## config.mk

```make
export PLATFORM = sky130hd
export DESIGN_NAME = switch_control_flat
export DESIGN_NICKNAME = d
export VERILOG_FILES = /design/src/rtl/switch_control_pkg.sv /design/src/rtl/switch_control_if.sv /design/src/rtl/switch_control_arbiter.sv /design/src/rtl/switch_control_xy_route.sv /design/src/rtl/switch_control.sv /design/src/flat_wrapper.sv
export SDC_FILE = /design/constraint.sdc
export NUM_CORES = 1
export LEC_CHECK = 0
export CORE_ASPECT_RATIO = 1.5
export CORE_UTILIZATION = 49
export CTS_BUF_LIST = sky130_fd_sc_hd__clkbuf_8
export CTS_CLUSTER_SIZE = 8
export DETAILED_ROUTE_END_ITERATION = 7
export PLACE_DENSITY_LB_ADDON = 0.25
export SKIP_LAST_GASP = 1
export SYNTH_ARGS = -nofsm -noshare
export SYNTH_HDL_FRONTEND = slang
export SYNTH_HIERARCHICAL = 1
export SYNTH_SLANG_ARGS = --single-unit
export TNS_END_PERCENT = 1
```

## constraint.sdc

```tcl
create_clock -name clock -period 6.3 [get_ports clock]
set_clock_uncertainty 0.15 [all_clocks]
set_input_delay 0.63 -clock clock [delete_from_list [all_inputs] [get_ports clock]]
set_output_delay 0.63 -clock clock [all_outputs]
set_load 0.02 [all_outputs]
```

## src/rtl/switch_control_pkg.sv

```systemverilog
// Shared constants, port indices and FSM encoding for the Phoenix switch controller.
package switch_control_pkg;

    localparam int unsigned NPORT      = 5;
    localparam int unsigned ADDR_WIDTH = 8;
    localparam int unsigned PORT_W     = 3;

    typedef logic [PORT_W-1:0] port_idx_t;

    localparam port_idx_t EAST  = 3'd0;
    localparam port_idx_t WEST  = 3'd1;
    localparam port_idx_t NORTH = 3'd2;
    localparam port_idx_t SOUTH = 3'd3;
    localparam port_idx_t LOCAL = 3'd4;

    typedef enum logic [1:0] {
        IDLE  = 2'd0,
        ARB   = 2'd1,
        ROUTE = 2'd2,
        GRANT = 2'd3
    } sc_state_t;

    // Modular add of two port indices already below n.
    function automatic port_idx_t wrap_add(input port_idx_t a, input port_idx_t b,
                                           input int unsigned n);
        int unsigned s;
        s = 32'(a) + 32'(b);
        if (s >= n) s = s - n;
        return port_idx_t'(s);
    endfunction

endpackage

```

## src/rtl/switch_control_if.sv

```systemverilog
// Request/grant and crossbar-select bundle between input buffers and the switch controller.
interface switch_control_if;
    import switch_control_pkg::*;

    logic [NPORT-1:0]            h;
    logic [NPORT*ADDR_WIDTH-1:0] data;
    logic [NPORT-1:0]            sender;
    logic [NPORT-1:0]            ack_h;
    logic [NPORT-1:0]            free;
    logic [NPORT*PORT_W-1:0]     mux_in;
    logic [NPORT*PORT_W-1:0]     mux_out;

    modport master (
        output h, data, sender,
        input  ack_h, free, mux_in, mux_out
    );

    modport slave (
        input  h, data, sender,
        output ack_h, free, mux_in, mux_out
    );

endinterface

```

## src/rtl/switch_control_arbiter.sv

```systemverilog
// Fixed-priority arbiter: lowest-index active request wins when enabled.
module FixedPriorityArbiter
    import switch_control_pkg::*;
#(
    parameter int unsigned N = NPORT
) (
    input  logic [N-1:0] requests,
    input  logic         enable,
    output logic         isOutputSelected,
    output port_idx_t    selectedOutput
);

    logic      found;
    port_idx_t idx;

    always_comb begin
        found = 1'b0;
        idx   = '0;
        if (enable) begin
            for (int unsigned i = 0; i < N; i++) begin
                if (requests[i] && !found) begin
                    found = 1'b1;
                    idx   = port_idx_t'(i);
                end
            end
        end
        isOutputSelected = found;
        selectedOutput   = idx;
    end

endmodule

```

## src/rtl/switch_control_xy_route.sv

```systemverilog
// Dimension-ordered XY routing: resolve X first, then Y, else deliver locally.
module xy_route_unit
    import switch_control_pkg::*;
#(
    parameter int unsigned              ADDR_WIDTH_P = ADDR_WIDTH,
    parameter logic [ADDR_WIDTH_P-1:0]  ADDRESS      = 8'h11
) (
    input  logic [ADDR_WIDTH_P-1:0] addr_i,
    output port_idx_t               port_o
);

    localparam int unsigned HW = ADDR_WIDTH_P / 2;
    localparam logic [ADDR_WIDTH_P-HW-1:0] MY_X = ADDRESS[ADDR_WIDTH_P-1:HW];
    localparam logic [HW-1:0]              MY_Y = ADDRESS[HW-1:0];

    logic [ADDR_WIDTH_P-HW-1:0] dx;
    logic [HW-1:0]              dy;

    always_comb begin
        dx = addr_i[ADDR_WIDTH_P-1:HW];
        dy = addr_i[HW-1:0];
        if (dx > MY_X)      port_o = EAST;
        else if (dx < MY_X) port_o = WEST;
        else if (dy > MY_Y) port_o = NORTH;
        else if (dy < MY_Y) port_o = SOUTH;
        else                port_o = LOCAL;
    end

endmodule

```

## src/rtl/switch_control.sv

```systemverilog
// Phoenix router switch allocator: rotating-priority pick, XY route, grant and
// crossbar select bookkeeping, with per-output release when the sender stops.
module switch_control
    import switch_control_pkg::*;
#(
    parameter logic [ADDR_WIDTH-1:0] ADDRESS = 8'h11
) (
    input  logic            clock,
    input  logic            reset,
    switch_control_if.slave sw
);

    sc_state_t  state_q, state_d;
    port_idx_t  last_q, last_d;
    port_idx_t  sel_q, sel_d;
    port_idx_t  target_q, target_d;
    logic [NPORT-1:0] free_q, free_d;
    port_idx_t  mux_in_q  [NPORT];
    port_idx_t  mux_in_d  [NPORT];
    port_idx_t  mux_out_q [NPORT];
    port_idx_t  mux_out_d [NPORT];

    port_idx_t        start;
    logic [NPORT-1:0] rot_req;
    logic             arb_valid;
    port_idx_t        arb_idx;
    logic [ADDR_WIDTH-1:0] route_addr;
    port_idx_t        route_port;

    // Rotating the request vector makes the fixed-priority arbiter start just past the last winner.
    always_comb begin
        start = wrap_add(last_q, port_idx_t'(1), NPORT);
        for (int unsigned i = 0; i < NPORT; i++) begin
            rot_req[i] = sw.h[wrap_add(port_idx_t'(i), start, NPORT)];
        end
    end

    FixedPriorityArbiter #(.N(NPORT)) u_arb (
        .requests         (rot_req),
        .enable           (state_q == ARB),
        .isOutputSelected (arb_valid),
        .selectedOutput   (arb_idx)
    );

    always_comb begin
        route_addr = sw.data[32'(sel_q)*ADDR_WIDTH +: ADDR_WIDTH];
    end

    xy_route_unit #(.ADDR_WIDTH_P(ADDR_WIDTH), .ADDRESS(ADDRESS)) u_xy (
        .addr_i (route_addr),
        .port_o (route_port)
    );

    always_comb begin
        state_d  = state_q;
        last_d   = last_q;
        sel_d    = sel_q;
        target_d = target_q;
        unique case (state_q)
            IDLE: begin
                if (|sw.h) state_d = ARB;
            end
            ARB: begin
                if (arb_valid) begin
                    sel_d   = wrap_add(arb_idx, start, NPORT);
                    state_d = ROUTE;
                end else begin
                    state_d = IDLE;
                end
            end
            ROUTE: begin
                target_d = route_port;
                if (sw.h[sel_q] && free_q[route_port]) state_d = GRANT;
                else                                   state_d = IDLE;
            end
            GRANT: begin
                last_d  = sel_q;
                state_d = IDLE;
            end
            default: state_d = IDLE;
        endcase
    end

    always_comb begin
        sw.ack_h = '0;
        if (state_q == GRANT) sw.ack_h[sel_q] = 1'b1;
    end

    // Release and grant touch different outputs: grant needs free=1, release needs free=0.
    always_comb begin
        free_d    = free_q;
        mux_in_d  = mux_in_q;
        mux_out_d = mux_out_q;
        for (int unsigned o = 0; o < NPORT; o++) begin
            if (!free_q[o] && !sw.sender[mux_in_q[o]]) free_d[o] = 1'b1;
        end
        if (state_q == GRANT) begin
            free_d[target_q]   = 1'b0;
            mux_in_d[target_q] = sel_q;
            mux_out_d[sel_q]   = target_q;
        end
    end

    always_ff @(posedge clock or negedge reset) begin
        if (!reset) begin
            state_q   <= IDLE;
            last_q    <= port_idx_t'(NPORT - 1);
            sel_q     <= '0;
            target_q  <= '0;
            free_q    <= '1;
            mux_in_q  <= '{default: '0};
            mux_out_q <= '{default: '0};
        end else begin
            state_q   <= state_d;
            last_q    <= last_d;
            sel_q     <= sel_d;
            target_q  <= target_d;
            free_q    <= free_d;
            mux_in_q  <= mux_in_d;
            mux_out_q <= mux_out_d;
        end
    end

    always_comb begin
        sw.free    = free_q;
        sw.mux_in  = '0;
        sw.mux_out = '0;
        for (int unsigned i = 0; i < NPORT; i++) begin
            sw.mux_in[i*PORT_W +: PORT_W]  = mux_in_q[i];
            sw.mux_out[i*PORT_W +: PORT_W] = mux_out_q[i];
        end
    end

endmodule
```

## src/flat_wrapper.sv

```systemverilog
// flat-port wrapper written by rule: the top's interface ports become plain ports
module switch_control_flat import switch_control_pkg::*;
#(
    parameter logic [ADDR_WIDTH-1:0] ADDRESS = 8'h11
)
  (clock, reset, sw_h, sw_data, sw_sender, sw_ack_h, sw_free, sw_mux_in, sw_mux_out);
  switch_control_if sw_i ();
  input  logic clock;
  input  logic reset;
  input wire logic [$bits(sw_i.h)-1:0] sw_h;
  input wire logic [$bits(sw_i.data)-1:0] sw_data;
  input wire logic [$bits(sw_i.sender)-1:0] sw_sender;
  output wire logic [$bits(sw_i.ack_h)-1:0] sw_ack_h;
  output wire logic [$bits(sw_i.free)-1:0] sw_free;
  output wire logic [$bits(sw_i.mux_in)-1:0] sw_mux_in;
  output wire logic [$bits(sw_i.mux_out)-1:0] sw_mux_out;
  assign sw_i.h = sw_h;
  assign sw_i.data = sw_data;
  assign sw_i.sender = sw_sender;
  assign sw_ack_h = sw_i.ack_h;
  assign sw_free = sw_i.free;
  assign sw_mux_in = sw_i.mux_in;
  assign sw_mux_out = sw_i.mux_out;
  switch_control #(.ADDRESS(ADDRESS)) u_core (.clock(clock), .reset(reset), .sw(sw_i));
endmodule
```

## Yosys cells after proc, flatten, opt, wreduce, memory -nomap -nowiden

Cells that the tools add are included.

- Register bits after elaboration: 46
- Bits of input ports: 52
- Logic and storage cells: 169
- Output and inout bits: 40

- Shifts and indexed selects: 1
- Bitwise logic cells: 4
- Magnitude comparators: 30
- Reductions and logical operators: 31
- Add/subtract/negate cells: 13
- Eq/ne operators: 4
- Mux-type cells: 71

Operators by type and width:

| cell | count |
|---|---|
| $lt 3x4->1 const B | 13 |
| $mux 3 | 17 |
| $shiftx 40x7->8 | 1 |
| $bmux 1 s3 | 12 |
| $bwmux 15 | 2 |
| $mux 1 | 30 |
| $ge 4x3->1 const B | 6 |
| $sub 3x3->3 const B | 7 |
| $demux 3 s3 | 2 |
| $lt 4x1->1 const B | 4 |
| $logic_and 1x1->1 | 14 |
| $logic_not 1->1 | 14 |
| $mux 5 | 2 |
| $add 2x3->4 const A | 2 |
| $ge 4x4->1 const B | 2 |
| $gt 4x1->1 const B | 2 |
| $not 3->4 | 2 |
| $pmux 2 s4 | 1 |
| $demux 1 s3 | 2 |
| $ge 3x1->1 const B | 2 |
| $mux 2 | 3 |
| $and 5x5->5 | 1 |
| $not 5->5 | 1 |
| $reduce_or 5->1 | 1 |
| 10 further kinds | 11 |

## Longest topological paths before layout

Gate-level depths: netlist (run 1).

- Depth after elaboration: 28
- Depth in mapped cells: 26
- Depth with buffers taken out: 25

## Modules after synthesis

The synthesis (run 1) kept the hierarchy.

By module, submodules not included:

| module | area each (um^2) | cells an instance | times used | sequential area each (um^2) |
|---|---|---|---|---|
| switch_control | 3388.2 | 342 | 1 | 1158.6 |
| FixedPriorityArbiter | 60.1 | 9 | 1 | 0.0 |
| xy_route_unit | 56.3 | 7 | 1 | 0.0 |

## Worst setup path after synthesis (run 1)

No wires, ideal clock.

- Kind: reg-to-reg
- Start point: register u_core.last_q[0]
- End point: register u_core.sel_q[2]
- Stages on the path, launching flop included: 25
- Clock period less this slack: 5415 ps
- Library setup time: 83 ps
- Arrival: 5182 ps
- Data required time: 6067 ps
- Buffers on the path: 0
- Setup slack: 885 ps
- Cell sequence: dfrtp_1 ha_1 nor2b_1 o22ai_4 xor2_4 inv_4 ha_1 ha_1 a211oi_1 nor2_1 a31oi_1 o221a_2 mux2i_1 nor2b_1 o211a_1 ha_1 inv_1 fa_1 ha_1 nand2b_1 a221o_1 a221o_1 nor2b_1 xnor2_1 o21ai_0

- Elaborated cells between the ends (all ways): 61
- Classes of those cells: add/sub (13); order compare (7); mux (32); reduce/logical (9)

RTL lines:

| item | line | text |
|---|---|---|
| start, declared | switch_control.sv:14 | `port_idx_t last_q, last_d;` |
| start signal, assigned | switch_control.sv:107 | `last_q <= port_idx_t'(NPORT - 1);` |
| start signal, assigned | switch_control.sv:115 | `last_q <= last_d;` |
| $add 3x1->4 (*) | switch_control_pkg.sv:27 | `s = 32'(a) + 32'(b);` |
| $ge 4x3->1 / $sub 3x3->3 (equally long branches) | switch_control_pkg.sv:28 | `if (s >= n) s = s - n;` |
| $mux 3 (*) | switch_control_pkg.sv:28 |  |
| $add 2x3->4 (*) | switch_control_pkg.sv:27 |  |
| $ge 4x3->1 / $sub 3x3->3 (equally long branches) | switch_control_pkg.sv:28 |  |
| $mux 3 (*) | switch_control_pkg.sv:28 |  |
| $bmux 1 s3 (*) | switch_control.sv:34 | `rot_req[i] = sw.h[wrap_add(port_idx_t'(i), start, NPORT)];` |
| $mux 1 (implied by the code) (*) | switch_control.sv:34 |  |
| via u_core.rot_req[3] | switch_control.sv:24 | `logic [NPORT-1:0] rot_req;` |
| [3 not listed] | - |  |
| $logic_not 1->1 | switch_control_arbiter.sv:21 | `if (requests[i] && !found) begin` |
| $logic_and 1x1->1 | switch_control_arbiter.sv:21 |  |
| $mux 3 (*) | switch_control_arbiter.sv:21 |  |
| $mux 3 (*) | switch_control_arbiter.sv:19 | `if (enable) begin` |
| via u_core.arb_idx[0] | switch_control.sv:26 | `port_idx_t arb_idx;` |
| $add 3x3->4 (*) | switch_control_pkg.sv:27 |  |
| $ge 4x3->1 / $sub 3x3->3 (equally long branches) | switch_control_pkg.sv:28 |  |
| $mux 3 (*) | switch_control_pkg.sv:28 |  |
| end signal, assigned | switch_control.sv:116 | `sel_q <= sel_d;` |
| end, declared | switch_control.sv:15 | `port_idx_t sel_q, sel_d;` |

The timed path passes the listed nets; every way through them passes the cells marked *. The select of a mux whose other input is x is not followed.
A chain may end at the register's enable or synchronous reset.

## Worst setup path after layout (run 1)

- Start point: register u_core.last_q[1]
- End point: register u_core.sel_q[2]

The elaborated chain is that of the path after synthesis.

==> results of run 1 <==
[placed cells by master (no fill, tap or decap), drive strengths merged, types with 6 or more instances in the layout]
cell and instances:
clkdlybuf4s50 90, mux2 35, a21oi 22, inv 19, nand2b 7, dfrtp 40, a31oi 6, o21ai 8
buf 6, o22ai 11, nand3 6, ha 15, nor2 36, mux4 7, nand2 35, nor2b 8
mux2i 31, dfstp 6
[cell type report]
cell class              count  area (um2)
fillers                   567        2340
multi-input cells         279        2210
flip-flops and latches     46        1160
repair buffers             96         943
well taps                  78        97.6
clock buffers               5        68.8
inverters                  17        66.3
clock inverters             3        15.0
[state kept, by name, summed over array words and instances, names as in the netlist]
| signal | count |
|---|---|
| u_core/sw.mux_in | 15 |
| u_core/sw.mux_out | 15 |
| u_core/sw.free | 5 |
| u_core/last_q | 3 |
| u_core/sel_q | 3 |
| u_core/target_q | 3 |
| u_core/state_q | 2 |
[power by group through the flow]
stage	clock [uW]	sequential, uW	combinational [uW]
after floorplan	0	514	1500
after global placement	0	525	1930
after detailed placement	0	530	1990
after CTS	176	526	2000
after global routing	192	541	2220
final	169	524	2020
[per-layer routing]
layer,up-vias,GRT usage
li1,1469,-
met1,1510,0.279
met2,71,0.477
met3,14,0.0449
met4,0,0.0914
met5,-,0
[worst paths after layout]
kind	endpoint	slack, ns
worst max-delay path	u_core/sel_q[2]$_DFFE_PN0P_	0.37
worst min-delay path	u_core/sw.mux_in[5]$_DFFE_PN0P_	0.34
worst max register to register	u_core/sel_q[2]$_DFFE_PN0P_	0.37
worst min register to register	u_core/sw.mux_out[12]$_DFFE_PN0P_	0.34
max in group asynchronous	u_core/sw.mux_out[12]$_DFFE_PN0P_	5.03
min in group clock	u_core/sw.mux_out[12]$_DFFE_PN0P_	0.34
[worst max-delay path, cell delays in order, from the launching register on]
cell and delay [ns]:
dfrtp_1 0.42, ha_1 0.25, nor2b_1 0.18, o22ai_4 0.22
xor2_4 0.34, inv_4 0.13, ha_1 0.29, ha_1 0.39
a21oi_1 0.32, a31oi_1 0.13, o221a_2 0.29, mux2i_1 0.25
nor2b_1 0.19, o211a_1 0.15, ha_1 0.16, inv_1 0.05
fa_1 0.50, ha_1 0.22, nand2b_1 0.15, a221o_1 0.31
a221o_1 0.36, nor2b_1 0.17, xnor2_1 0.11, o21ai_0 0.13
[through the flow]
stage / worst slack, ns / util
floorplan: 0.885 / -
global placement: 0.613 / 0.648
detailed placement: 0.407 / 0.648
CTS: 0.369 / 0.660
global route: 0.0187 / 0.660
finish: 0.374 / 0.660
[cell families (layout without fill, tap and decap cells)]
group / after synthesis / in the layout / share of synthesized area
buf+inv: 33 / 121 / 0.0414
simple gates: 113 / 113 / 0.156
fa+ha+maj: 17 / 17 / 0.0650
mux: 73 / 73 / 0.246
flops: 46 / 46 / 0.331
xor+xnor: 5 / 5 / 0.0232
compound gates: 71 / 71 / 0.137
==> metrics.cfg, run 1 <==
[route]
drt_wl_total_mm=9.14
wl_met3_um=384
highest_layer=met4
drt-initial-drc-count=168
dr.pass1.iters=6
post_drt_wl_per_cell_um=17.4
drc_errors=1
vias=3064
ant_nets=0
viasPerCell=5.85
wl_met2_mm=5.15
wl_met1_mm=3.42

[clock_tree]
clockRootBuffer=clkbuf_8
clk_pin_slew_ns=0.08
cts_buffers=5
postCtsHoldBufs=0
cts_setup_buffers=0
cts_resized=0
htree_levels=2
clock_path_buffers=2
cts_tree=built
clock_latency_ns=0.30
clock_sinks=46

[synthesis]
yosysMostFrequentCell=dfrtp_1
yosysTopAreaCell=dfrtp_1
synthTopCellsByCount=40 x dfrtp_1, 35 x mux2_2, 35 x nand2_1, 35 x nor2_1, 31 x mux2i_1
syn_inst=358
yosysSeqAreaShare=0.331
synth_top_flop_cell=dfrtp_1
synth_cell_type_count=59
async_flop_share=1.00
synth_nets=427
synth-warning-count=6
synth.top_cells.by_area=dfrtp_1 29%, mux2_2 11%, mux2i_1 8.9%, ha_1 5.4%, dfstp_2 4.5%
synth_seq_cells=46
synth-edff-count=0
syn_area_per_cell_um2=9.79
netlist_area_um2=3500
yosysTopAreaCellShare=0.286

[setup_path]
crit_fanout=10
critPathArrivalTime_ns=6.00
cp.required_ns=6.37
r2r-start=u_core/last_q[1]$_DFFE_PN0P_
worst_setup_path_start_kind=flip-flop
critPathLaunch=u_core/last_q[1]$_DFFE_PN0P_
r2r_cells=23
setup.worst_path.class=flip-flop to flip-flop
endpoint_kind=flip-flop

[placed_design]
place_hpwl_mm=6.90
placed_cells=516
place_area_um2=4470
port_buffers=91
gp_congestion=0.965

[floorplanning]
core_region_area_um2=6900
initial_core_util=0.508
rows=37
die_w_um=71.1
die_height_um=106
num_io_pins=92
dieArea_um2=7500

[timing]
hold_violations=0
drv_slew=0
fmax_mhz=169
finalCritPeriodShare=0.941
maxSlewHeadroom=0.327
worst_slew_pin_slew_ns=1.01
setup_viol=0
min_period_ns=5.93
setup-tns-final_ns=0
holdWs_ns=0.338
rsz0062_at_grt=no

[finish]
fin_cells=524
drive_gt1_frac=0.164
areaGrowthSynthToFinish_pct=30.0
final_cell_area_um2=4560
antenna_cells=0
nets=514

[power_and_ir_drop]
p_sw_uw=1310
seqPwrFrac=0.193
switching_share=0.483
power.total_uw=2710
p_int_uw=1400
ir_worst_vdd_mv=0.268
power_density_nw_per_um2=595
p_leak_uw=0.00200
clock_power_share=0.062
combPwrFrac=0.744

[grt]
grt_antenna_before_repair=0
grt_start_max_net_pins=47
grt_pass1_wl_mm=14.9
grt_pass1_vias=3105
globalRouteOverflowTotal=0
grt_use_total=0.253

[run_status]
violations=DRC
outcome=finished with violations

[worst_hold_path]
min_path_type=primary input to asynchronous set/reset pin

[flow_run]
cap_violations=0

Note: power is estimated with default switching activity, not from simulation.
==> run 2, diff against run 1 <==
--- a/config.mk
+++ b/config.mk
@@ -5,6 +5,7 @@
 export SDC_FILE = /design/constraint.sdc
 export NUM_CORES = 1
 export LEC_CHECK = 0
+export CAP_MARGIN = 25
 export CORE_ASPECT_RATIO = 1.5
 export CORE_UTILIZATION = 49
 export CTS_BUF_LIST = sky130_fd_sc_hd__clkbuf_8
==> metrics.cfg, run 2 (same netlist as run 1, synthesis figures left out) <==
[finish]
fin_cells=525  ; +0.19%
antenna_cells=0  ; unchanged
layout_common_cells=90 x clkdlybuf4s50_1, 40 x dfrtp_1, 35 x nor2_1, 35 x mux2_2, 35 x nand2_1
areaGrowthSynthToFinish_pct=30.6
nets=515  ; +0.19%
layout.cells.most_common=clkdlybuf4s50_1
final_core_util=0.663  ; +0.00290
drive_gt1_frac=0.166  ; +0.00187

[grt]
grt_pass1_vias=3105  ; unchanged
globalRouteOverflowTotal=0  ; unchanged
grt_use_total=0.253  ; unchanged
met2_usage=0.477  ; unchanged
grt_start_max_net_pins=47  ; unchanged
gr-max-usage-layer=met2
grtUsageMet1=0.279  ; unchanged
grt_pass1_wl_mm=14.9  ; unchanged
grt_antenna_before_repair=0  ; unchanged
grtUsageMet3=0.0449  ; unchanged

[setup_path]
crit_fanout=10  ; unchanged
cp.required_ns=6.37  ; about the same
r2r_cells=23  ; unchanged
endpoint_kind=flip-flop
ff2ff_setup_slack_ns=0.38  ; about the same
critPathLaunch=u_core/last_q[1]$_DFFE_PN0P_
r2r-start=u_core/last_q[1]$_DFFE_PN0P_
worst_setup_path_start_kind=flip-flop
reg2reg_to=u_core/sel_q[2]$_DFFE_PN0P_
critPathArrivalTime_ns=6.00  ; about the same
setup.worst_path.class=flip-flop to flip-flop

[timing]
drv_slew=0  ; unchanged
maxSlewHeadroom=0.340  ; +0.0124
worst_slew_pin_slew_ns=0.991  ; -0.0186 ns
rsz0062_at_grt=no
finalCritPeriodShare=0.940  ; about the same
hold_violations=0  ; unchanged
min_period_ns=5.92  ; -0.00211 ns
setup_viol=0  ; unchanged
setup-tns-final_ns=0  ; unchanged
fmax_mhz=169  ; about the same

[clock_tree]
cts_buffers=5  ; unchanged
clockRootBuffer=clkbuf_8
cts_setup_buffers=0  ; unchanged
clk_pin_slew_ns=0.08  ; about the same
postCtsHoldBufs=0  ; unchanged
clock_sinks=46  ; unchanged
clock_latency_ns=0.30  ; about the same
cts_tree=built
htree_levels=2  ; unchanged
clock_path_buffers=2  ; unchanged

[power_and_ir_drop]
clock_power_share=0.063  ; about the same
combPwrFrac=0.745  ; about the same
p_sw_uw=1310  ; +0.27%
p_leak_uw=0.00201  ; +0.47%
seqPwrFrac=0.193  ; about the same
power_density_nw_per_um2=593  ; -0.28%
switching_share=0.483  ; +0.000529
p_int_uw=1400  ; about the same
ir_worst_vdd_mv=0.267  ; -0.18%

[placed_design]
placed_cells=516  ; unchanged
gp_congestion=0.965  ; unchanged
port_buffers=91  ; unchanged
place_hpwl_mm=6.90  ; unchanged

[route]
drt_wl_total_mm=9.17  ; +0.41%
ant_nets=0  ; unchanged
drt-initial-drc-count=180  ; +7.1%
post_drt_wl_per_cell_um=17.5  ; +0.21%
viasPerCell=5.92  ; +1.2%
vias=3106  ; +1.4%
dr.pass1.iters=6  ; unchanged
drc_errors=1  ; unchanged

[floorplanning]
die_w_um=71.1  ; unchanged
dieArea_um2=7500  ; unchanged
initial_core_util=0.508  ; unchanged
die_height_um=106  ; unchanged
core_region_area_um2=6900  ; unchanged
rows=37  ; unchanged
num_io_pins=92  ; unchanged

[worst_hold_path]
min_path_type=primary input to asynchronous set/reset pin

[run_status]
violations=DRC
outcome=finished with violations

[flow_run]
cap_violations=0  ; unchanged

## run 2: worst max-delay path, stage by stage (launching register included)
cell	delay, ns
dfrtp_1	0.42
ha_1	0.24
nor2b_1	0.18
o22ai_4	0.22
xor2_4	0.34
inv_4	0.13
ha_1	0.29
ha_1	0.39
a21oi_1	0.33
a31oi_1	0.13
o221a_2	0.28
mux2i_1	0.25
nor2b_1	0.18
o211a_1	0.15
ha_1	0.16
inv_1	0.05
fa_1	0.50
ha_1	0.22
nand2b_1	0.15
a221o_1	0.31
a221o_1	0.36
nor2b_1	0.17
xnor2_1	0.11
o21ai_0	0.13
## run 2: through the flow
stage	hold slack [ns]	instance area (um2)	setup WS [ns]	total power [uW]
2_1_floorplan	0.184	3500	0.885	2020
3_3_place_gp	0.311	4470	0.613	2450
3_5_place_dp	0.320	4470	0.407	2520
4_1_cts	0.342	4550	0.369	2700
5_1_grt	0.0431	4580	0.0187	2950
6_report	0.0488	4580	0.376	2710
## run 2: worst max-delay path by stage
stage	to	cells past startpoint	slack [ns]
6_report	u_core/sel_q[2]$_DFFE_PN0P_	23	0.38
2_1_floorplan	u_core/sel_q[2]$_DFFE_PN0P_	24	0.89
4_1_cts	u_core/sel_q[2]$_DFFE_PN0P_	24	0.37
3_3_place_gp	u_core/sel_q[2]$_DFFE_PN0P_	24	0.61
3_5_place_dp	u_core/sel_q[2]$_DFFE_PN0P_	24	0.41
5_1_grt	u_core/sel_q[2]$_DFFE_PN0P_	23	0.02
## run 2: power groups by stage
stage / sequential [uW] / combinational (uW) / clock (uW)
2_1_floorplan: 514 / 1500 / 0
3_3_place_gp: 525 / 1930 / 0
3_5_place_dp: 530 / 1990 / 0
4_1_cts: 526 / 2000 / 176
5_1_grt: 542 / 2220 / 192
6_report: 523 / 2020 / 170
## run 2: layout make-up
cell class	count	area (um2)
Fill cell	562	2320
Multi-Input combinational cell	279	2210
Sequential cell	46	1160
Timing Repair Buffer	97	963
Tap cell	78	97.6
Clock buffer	5	68.8
Inverter	17	66.3
Clock inverter	3	15.0
## run 2: metal layers
layer / up-vias / share of wire
met4: 0 / 0.029
li1: 1475 / -
met3: 23 / 0.045
met1: 1524 / 0.37
met5: - / 0
met2: 84 / 0.56
## run 2: timing repair
| action | CTS | global route |
|---|---|---|
| gates resized for setup | 0 | 1 |
| endpoints found under the setup margin | 0 | 2 |
| endpoints found under the hold margin | 0 | 0 |
==> patch, RTL diff (flow settings as in run 2) <==
Set the package constant `ADDR_WIDTH` to 9 (it was 8).
--- a/src/rtl/switch_control_pkg.sv
+++ b/src/rtl/switch_control_pkg.sv
@@ -3,5 +3,5 @@
 
     localparam int unsigned NPORT      = 5;
-    localparam int unsigned ADDR_WIDTH = 8;
+    localparam int unsigned ADDR_WIDTH = 9;
     localparam int unsigned PORT_W     = 3;
 
Interface: changed (resized sw_data); port bits go from 92 to 97. No check against the original RTL was run, so the function may have changed too.
==> patch against run 2 <==
The flow still finishes with violations (DRC); sequential cell count unchanged; clock power increased by 5%; power decreased by 9.9%; routed wire length decreased by 2.7%; synthesized area decreased by 0.93%; final cell count increased by 0.95%; worst setup slack improved by 0.14 ns; critical path depth unchanged; fmax increased by 2.4%; combinational power decreased by 13%; first-iteration DRC count increased by 17%; design area increased by 0.57%; critical endpoint unchanged; highest routed layer unchanged.
==> patch: results (changes against run 2) <==
- Status: finished with violations (unchanged)
- Failing checks: DRC (unchanged)
- Setup Viol. Count Final: 0 (unchanged)
- 1st-pass router iterations: 7 (was 6)
- Crit path largest cell delay: 0.52 ns (was 0.50 ns)
- Worst-path clk slew: 0.09 ns
- Leak: 0.001994 µW (was 0.002010 µW)
- Final nets: 525 (was 515)
- Max clock buf depth: 2 (unchanged)
- Gate Count Post-Synth: 360 (was 358)
- Total wire length: 8.924 mm (was 9.172 mm)
- GRT Util Overall: 0.2479 (was 0.2535)
- Root Driver: clkbuf_8 (unchanged)
- Post-CTS Setup Inserts: 0 (unchanged)
- Post-synthesis mux area share: 0.2353 (was 0.2460)
- 1st-iter DRT viols: 210 (was 180)
- GP Congestion: 0.8743 (was 0.9649)
- Placed standard-cell area: 0.004464 mm² (was 0.004467 mm²)
- Placed instance count: 520 (was 516)
- # fillers: 577 (was 562)
- Max VDD drop: 0.4949 mV (was 0.2672 mV)
- Synth cell types: 56 (was 59)
- Share of cells above drive strength 1: 0.1571 (was 0.1655)
- XOR/XNOR Fraction of Synth Area: 0.03027 (was 0.02321)
- CP arrival: 5.82 ns (was 6.00 ns)
- Seq/Total Area, Yosys: 0.3337 (was 0.3306)
- Final hold viol count: 0 (unchanged)
- Slowest stage cell, crit path: dfrtp_2 (was fa_1)
- Vias/cell: 5.962 (was 5.916)
- Inserted Clock Buffers: 5 (unchanged)
- Largest net degree at the start of global routing: 47 (unchanged)
- Slew @ Worst Pin: 0.9949 ns (was 0.9907 ns)
- Diode count: 0 (unchanged)
- Vias in the first global route: 3,225 (was 3,105)
- Top_reg_cell synth: dfrtp_1 (unchanged)
- Hold WC Path Type: flop to flop (was input pin to async pin)
- Crit Path Max Fanout: 10 (unchanged)
- Synth warn: 6 (unchanged)
- Adder-cell share of the synthesized area: 0.06559 (was 0.06498)
- Worst-Skew Late Latency: 0.30 ns (about the same)
- Post-Syn Nets: 434 (was 427)
- Synth area leaders: dfrtp_1 (29%), mux2_2 (11%), mux2i_1 (8.9%) (unchanged)
- DR WL/cell: 16.84 µm (was 17.47 µm)
- Initial antenna violation count: 0 (unchanged)
- Post-synthesis compound-gate area fraction: 0.1225 (was 0.1375)
- Port-buffer cells: 96 (was 91)
- DRC violations left: 15 (was 1)
- H-tree depth: 2 (unchanged)
- List of most frequent post-synthesis cells: dfrtp_1 (40), nor2_1 (35), mux2_2 (33), nand2_1 (33), mux2i_1 (31) (was dfrtp_1 (40), mux2_2 (35), nand2_1 (35), nor2_1 (35), mux2i_1 (31))
- Share of synthesized registers carrying an async set or reset: 1.000 (unchanged)
- First-pass GRT wire length: 14.92 mm (was 14.93 mm)
- Post-DP HPWL: 6.742 mm (was 6.901 mm)
## patch: cell count changes after synthesis, sizes merged, moves of 3 or more
| cell | run 2 | this run |
|---|---|---|
| nor2b | 8 | 12 |
| o21ai | 8 | 13 |
| a21boi | 5 | 1 |
| nor4b | 0 | 3 |
| nor3 | 4 | 7 |
| xnor2 | 4 | 7 |
| inv | 17 | 12 |
| or4 | 2 | 5 |
## patch: layer usage
metal	global-route usage	vias up	routed length [µm]
met5	0	-	0
met1	0.2783	1565	3429
met4	0.09286	0	155
met2	0.4650	107	4952
li1	-	1471	-
met3	0.03279	17	386
## patch: kinds of logic (layout without fill, tap and decap cells)
kind of cell,count (synthesis),count (layout)
AND/OR/NAND/NOR,122,122
multiplexers,70,70
AO/OA/AOI/OAI,68,68
flip-flops,46,46
buffers and inverters,28,120
adder cells (fa/ha/maj),17,17
XOR/XNOR,9,9
## patch: where the power goes
part	total (µW)	internal (µW)	switching, µW	leakage, µW
combinational	1760	814	950	0.00134
clock	179	78.0	101	0.0000441
sequential	503	375	128	0.000605
total	2450	1270	1180	0.00199
## patch: worst paths after layout
check	from	to	slack (ns)	depth (start not counted)
min	u_core/sw.mux_out[1]	u_core/sw.mux_out[1]	0.34	2
min in group asynchronous	reset	u_core/sw.mux_in[8]	0.52	2
max in group asynchronous	reset	u_core/last_q[2]	4.99	3
max reg2reg	u_core/last_q[0]	u_core/sel_q[2]	0.51	23
min reg2reg	u_core/sw.mux_out[1]	u_core/sw.mux_out[1]	0.34	2
max	u_core/last_q[0]	u_core/sel_q[2]	0.51	23
## patch: through the flow
stage / utilization / setup slack [ns]
2_1_floorplan: - / 1.031
3_3_place_gp: 0.6516 / 0.5936
3_5_place_dp: 0.6516 / 0.2416
4_1_cts: 0.6647 / 0.2169
5_1_grt: 0.6717 / 0.1226
6_report: 0.6717 / 0.5123
## patch: worst max-delay path: cells and delay by family (launching register included)
kind                       cells  cell delay (ns)
adders and majority gates      6             1.75
AOI/OAI and AO/OA              6             1.18
and+or+nand+nor                5             0.76
muxes                          2             0.58
DFF                            1             0.52
xor gates and xnor gates       2             0.48
buffers and inverters          2             0.24
## patch: repair_timing
action	CTS	global route
endpoints found under the setup margin	0	3
hold buffers	0	1
resized for setup	0	3
hold endpoints to repair	0	2
## patch: cell type report
class                      count  share of cell area
sequential                    46              0.2520
timing repair buffer         100              0.2175
multi-input combinational    286              0.4799
clock buffer                   5             0.01495
inverter                      12            0.009788
tap                           78             0.02121
clock inverter                 3            0.004622
